`config.mk`:
```
export PLATFORM = sky130hd
export DESIGN_NAME = data_mem_arbiter
export DESIGN_NICKNAME = d
export VERILOG_FILES = /design/src/rtl/data_mem_arbiter.sv
export SDC_FILE = /design/constraint.sdc
export NUM_CORES = 1
export LEC_CHECK = 0
export BUFFER_PORTS_ARGS = -buffer_cell sky130_fd_sc_hd__buf_2
export CAP_MARGIN = 20
export CORE_AREA = 3 3 115 117
export DETAILED_ROUTE_END_ITERATION = 6
export DIE_AREA = 0 0 118 120
export HOLD_SLACK_MARGIN = 0.15
export PLACE_DENSITY = 0.7
export SETUP_SLACK_MARGIN = 0.5
export SYNTH_ARGS = -nofsm -noshare
export SYNTH_HDL_FRONTEND = slang
export SYNTH_SLANG_ARGS = --single-unit
export TNS_END_PERCENT = 30
```
`constraint.sdc`:
```
create_clock -name clk -period 1.55 [get_ports clk]
set_input_delay 0.155 -clock clk [delete_from_list [all_inputs] [get_ports clk]]
set_output_delay 0.155 -clock clk [all_outputs]
set_load 0.02 [all_outputs]
```
`src/rtl/data_mem_arbiter.sv`:
```
// Data memory port arbiter. The core load/store path and a debug/loader master
// share one Data_Memory port.
// - Ties are broken round-robin.
// - The debug master may hold a bounded exclusive burst (lock).
// - Read data is registered and returned to whichever master issued the read.
module data_mem_arbiter #(
    parameter int DATA_WIDTH = 32,
    parameter int ADDR_WIDTH = 32,
    parameter int MAX_BURST  = 8
) (
    input  logic                  clk,
    input  logic                  reset,
    // core master
    input  logic                  core_req_i,
    input  logic                  core_we_i,
    input  logic [ADDR_WIDTH-1:0] core_addr_i,
    input  logic [DATA_WIDTH-1:0] core_wdata_i,
    output logic                  core_gnt_o,
    output logic                  core_stall_o,
    output logic                  core_rvalid_o,
    output logic [DATA_WIDTH-1:0] core_rdata_o,
    // debug master
    input  logic                  dbg_req_i,
    input  logic                  dbg_we_i,
    input  logic                  dbg_lock_i,
    input  logic [ADDR_WIDTH-1:0] dbg_addr_i,
    input  logic [DATA_WIDTH-1:0] dbg_wdata_i,
    output logic                  dbg_gnt_o,
    output logic                  dbg_rvalid_o,
    output logic [DATA_WIDTH-1:0] dbg_rdata_o,
    // memory side
    output logic                  mem_write_o,
    output logic                  mem_read_o,
    output logic [ADDR_WIDTH-1:0] mem_addr_o,
    output logic [DATA_WIDTH-1:0] mem_wdata_o,
    input  logic [DATA_WIDTH-1:0] mem_rdata_i
);

    localparam int CNT_W = $clog2(MAX_BURST + 1);

    typedef enum logic {
        ARB  = 1'b0,
        LOCK = 1'b1
    } state_t;

    state_t              state_q, state_d;
    logic                last_winner_q, last_winner_d;   // 0 = core, 1 = dbg
    logic [CNT_W-1:0]    beat_cnt_q, beat_cnt_d;

    logic                core_rvalid_q, core_rvalid_d;
    logic [DATA_WIDTH-1:0] core_rdata_q, core_rdata_d;
    logic                dbg_rvalid_q, dbg_rvalid_d;
    logic [DATA_WIDTH-1:0] dbg_rdata_q, dbg_rdata_d;

    logic                lock_hold;
    logic                core_gnt;
    logic                dbg_gnt;

    // Burst still owns the port: locked, debug still asks for it, budget left.
    assign lock_hold = (state_q == LOCK) && dbg_lock_i &&
                       (beat_cnt_q < CNT_W'(MAX_BURST));

    // State register and registered read responses; everything cleared in reset.
    always_ff @(posedge clk) begin
        if (!reset) begin
            state_q       <= ARB;
            last_winner_q <= 1'b1;
            beat_cnt_q    <= '0;
            core_rvalid_q <= 1'b0;
            core_rdata_q  <= '0;
            dbg_rvalid_q  <= 1'b0;
            dbg_rdata_q   <= '0;
        end else begin
            state_q       <= state_d;
            last_winner_q <= last_winner_d;
            beat_cnt_q    <= beat_cnt_d;
            core_rvalid_q <= core_rvalid_d;
            core_rdata_q  <= core_rdata_d;
            dbg_rvalid_q  <= dbg_rvalid_d;
            dbg_rdata_q   <= dbg_rdata_d;
        end
    end

    // Grant decision: at most one master per cycle, nothing while in reset.
    always_comb begin
        core_gnt = 1'b0;
        dbg_gnt  = 1'b0;
        if (reset) begin
            if (lock_hold) begin
                // The core stalls even if debug has nothing to issue this cycle.
                dbg_gnt = dbg_req_i;
            end else if (state_q == LOCK) begin
                // Release cycle: the core gets the first shot after a burst.
                core_gnt = core_req_i;
                dbg_gnt  = dbg_req_i & ~core_req_i;
            end else if (core_req_i && dbg_req_i) begin
                // Tie: the loser of the previous grant goes next.
                core_gnt = last_winner_q;
                dbg_gnt  = ~last_winner_q;
            end else begin
                core_gnt = core_req_i;
                dbg_gnt  = dbg_req_i;
            end
        end
    end

    // Next-state logic: lock entry and exit, beat counting, round-robin history.
    always_comb begin
        state_d       = state_q;
        beat_cnt_d    = beat_cnt_q;
        last_winner_d = last_winner_q;

        if (core_gnt) begin
            last_winner_d = 1'b0;
        end else if (dbg_gnt) begin
            last_winner_d = 1'b1;
        end

        if (lock_hold) begin
            if (dbg_gnt) begin
                beat_cnt_d = beat_cnt_q + CNT_W'(1);
            end
        end else if (dbg_gnt && dbg_lock_i) begin
            // A locked debug win from ARB or from a release cycle opens a new burst.
            state_d    = LOCK;
            beat_cnt_d = CNT_W'(1);
        end else begin
            state_d    = ARB;
            beat_cnt_d = '0;
        end
    end

    // Capture read data for the master whose read was issued this cycle.
    always_comb begin
        core_rvalid_d = core_gnt & ~core_we_i;
        dbg_rvalid_d  = dbg_gnt & ~dbg_we_i;
        core_rdata_d  = core_rvalid_d ? mem_rdata_i : core_rdata_q;
        dbg_rdata_d   = dbg_rvalid_d ? mem_rdata_i : dbg_rdata_q;
    end

    // Output drive: memory-side mux from the winner, zeros when idle.
    always_comb begin
        mem_addr_o  = '0;
        mem_wdata_o = '0;
        mem_write_o = 1'b0;
        mem_read_o  = 1'b0;
        if (core_gnt) begin
            mem_addr_o  = core_addr_i;
            mem_wdata_o = core_wdata_i;
            mem_write_o = core_we_i;
            mem_read_o  = ~core_we_i;
        end else if (dbg_gnt) begin
            mem_addr_o  = dbg_addr_i;
            mem_wdata_o = dbg_wdata_i;
            mem_write_o = dbg_we_i;
            mem_read_o  = ~dbg_we_i;
        end
    end

    assign core_gnt_o    = core_gnt;
    assign dbg_gnt_o     = dbg_gnt;
    assign core_stall_o  = core_req_i & ~core_gnt;
    assign core_rvalid_o = core_rvalid_q;
    assign core_rdata_o  = core_rdata_q;
    assign dbg_rvalid_o  = dbg_rvalid_q;
    assign dbg_rdata_o   = dbg_rdata_q;

endmodule
```
==> results.toml <==
[detailed_routing]
drt-total-wl_um = 16700
wl_per_cell_um = 16.3
num_vias = 4767
drt.antenna.violating_nets = 0
met1Wirelength_um = 6580
firstDrtPassIters = 5
wl_met2_um = 8220
wl_met3_um = 1290
vias_per_cell = 4.66
drc = 0
initialDrtViolationCount = 244
dr.max_layer_used = "met4"

[synth]
syn_avg_cell_area_um2 = 7.89
synth_cell_types = 27
synth_flop_cell = "dfxtp_1"
synthTopCellsByCount = "nand2_1, mux2i_1, dfxtp_1, clkbuf_1, buf_2"
syn_inst = 510
synthTopCellsByArea = "dfxtp_1, mux2i_1, nand2_1"
synth_edf_count = 0
netlist.area_leader.share = 0.358
yosysWarnings = 0
synth_area_um2 = 4020
synth_seq_cells = 72
yosysTopAreaCell = "dfxtp_1"
yosysMostFrequentCell = "nand2_1"
syn-num-nets = 678
synthArstFlopShare = 0
yosysSeqAreaShare = 0.358

[global_route]
overflow = 0
grtUsageTotal = 0.221
grt_max_degree = 84
first_global_vias = 4740
antenna_found_initial = 0
grt_pass1_wl_um = 25000

[die]
core-area_um2 = 12500
die-area_um2 = 14200
die-height_um = 120
die_w_um = 118
num_io_pins = 302
rows = 41
start_util = 0.323

[clock_tree]
cts_max_path_buffers = 2
clk_latency_ps = 330
clock_sinks = 72
cts_inserted_buffers = 9
cts.clk_slew.worst_paths_ps = 60
htreeDepth = 3
cts_tree = "done"
clock-root-buffer = "clkbuf_16"

[sta]
report.final.slew_viol_count = 0
fin_ws_ps = -451
setup_viol = 69
slew_headroom = 0.747
fin_crit_sh = 1.29
min_period_ps = 2000
skew_ps = 4.45
tns_ps = -27080
clock.fmax_mhz = 500
worst_slew_pin_slew_ps = 379
rsz0062_at_grt = "true"
hold_viol_final = 0

[power]
pwr-share-comb = 0.322
totalPowerFinal_mw = 6.21
vdd_ir_drop_max_v = 0.000678
p_leak_nw = 3.81
power_switching_mw = 1.86
swShare = 0.300
power.density_nw_per_um2 = 794
intPower_mw = 4.35
p_clk_frac = 0.358
pwr-share-seq = 0.319

[layout]
design_area_um2 = 7820
n_antenna_cell = 0
drive_above_1_share = 0.496
fin_nets = 1013
area_delta_synth_final_pct = 94.4

[critical_path]
endpoint_kind = "output port"
r2r_cells = 5
required_ps = 1390
crit_type = "reg2out"
cp_data_arrival_time_ps = 1850
worst_setup_path_start_kind = "register"
crit_fanout = 7

[outcome]
status = "finished, violations left"
violations = "negative setup slack"

[flow_run]
drv_cap = 0

[min_path]
hold_depth = 4
hold_class = "in2reg"

[place]
gp_congestion = 0.850
numPortBuffers = 301
dp_hpwl_um = 11900
placed_cell_area_um2 = 6640
-- worst paths after layout --
| check | to | from | slack (ps) |
|---|---|---|---|
| max | mem_write_o | state_q$_SDFFE_PN0N_ | -450 |
| min | state_q$_SDFFE_PN0N_ | dbg_lock_i | 230 |
| max reg2reg | core_rdata_o[30]$_SDFFE_PN0P_ | state_q$_SDFFE_PN0N_ | 50 |
| min reg2reg | core_rdata_o[23]$_SDFFE_PN0P_ | core_rdata_o[23]$_SDFFE_PN0P_ | 450 |
-- final cells by class --
class / instances / area [µm²]
Fill cell: 1060 / 4640
Multi-Input combinational cell: 395 / 3180
Timing Repair Buffer: 366 / 2660
Sequential cell: 72 / 1440
Clock buffer: 10 / 229
Tap cell: 172 / 215
Clock inverter: 6 / 90.1
Inverter: 1 / 3.75
-- stage by stage --
step                      hold slack (ps)  setup WS [ps]  std cells   util
after floorplan                       225           -139        510      -
after global placement                359           -184        966  0.532
after detailed placement              361           -179        966  0.532
after CTS                             214           -471       1016  0.614
after global routing                  243           -484       1022  0.627
final                                 233           -451       1022  0.627
-- flip-flops by register name, indices dropped and copies added (netlist names) --
signal         count
core_rvalid_o      1
core_rdata_o      32
last_winner_q      1
dbg_rdata_o       32
state_q            1
dbg_rvalid_o       1
beat_cnt_q         4
-- layout by cell type, fill, tap and decap left out, types with 2 or more instances in the layout --
cell type	synthesis	routed
a21oi_1	4	4
and3_4	0	2
buf_12	0	12
buf_2	11	232
buf_4	1	30
buf_6	3	55
bufinv_16	0	2
clkbuf_16	0	12
dfxtp_1	72	70
dfxtp_2	0	2
dlygate4sd3_1	0	34
inv_6	0	2
mux2i_1	130	70
mux2i_2	0	2
mux2i_4	0	58
nand2_1	229	229
nor2_1	6	6
nor2b_1	4	3
xor2_1	2	2
-- critical path: stages, from the launching register on --
cell	delay [ps]
dfxtp_2	320
or3b_4	410
and3_4	210
clkbuf_16	190
mux2i_1	190
buf_4	180
-- routing by layer --
| layer | vias to the layer above | global-route usage |
|---|---|---|
| met3 | 35 | 0.0636 |
| met1 | 2172 | 0.256 |
| met2 | 218 | 0.381 |
| met4 | 0 | 0.0982 |
| li1 | 2342 | - |
| met5 | - | 0 |
-- what timing repair did --
action / CTS / global route
setup buffers: 0 / 2
resized for setup: 113 / 23
cloned: 0 / 4
hold endpoints to repair: 66 / 0
setup endpoints to repair: 136 / 141
pin swaps: 1 / 2
hold buffers: 34 / 0
-- power groups by stage --
stage | combinational [mW] | clock [mW] | sequential (mW)
6_report | 2.00 | 2.23 | 1.98
5_1_grt | 2.12 | 2.37 | 1.99
4_1_cts | 1.93 | 2.27 | 1.98
3_5_place_dp | 1.72 | 0 | 2.02
3_3_place_gp | 1.71 | 0 | 2.02
2_1_floorplan | 1.01 | 0 | 2.12
-- cells by family after synthesis --
group           Yosys count  synth area share
mux                     130             0.323
fa+ha+maj                 1           0.00311
flops                    72             0.358
buf+inv                  44            0.0510
simple gates            252             0.248
compound gates            9            0.0118
xor+xnor                  2           0.00435
No activity file was read; power rests on OpenSTA's default activity.
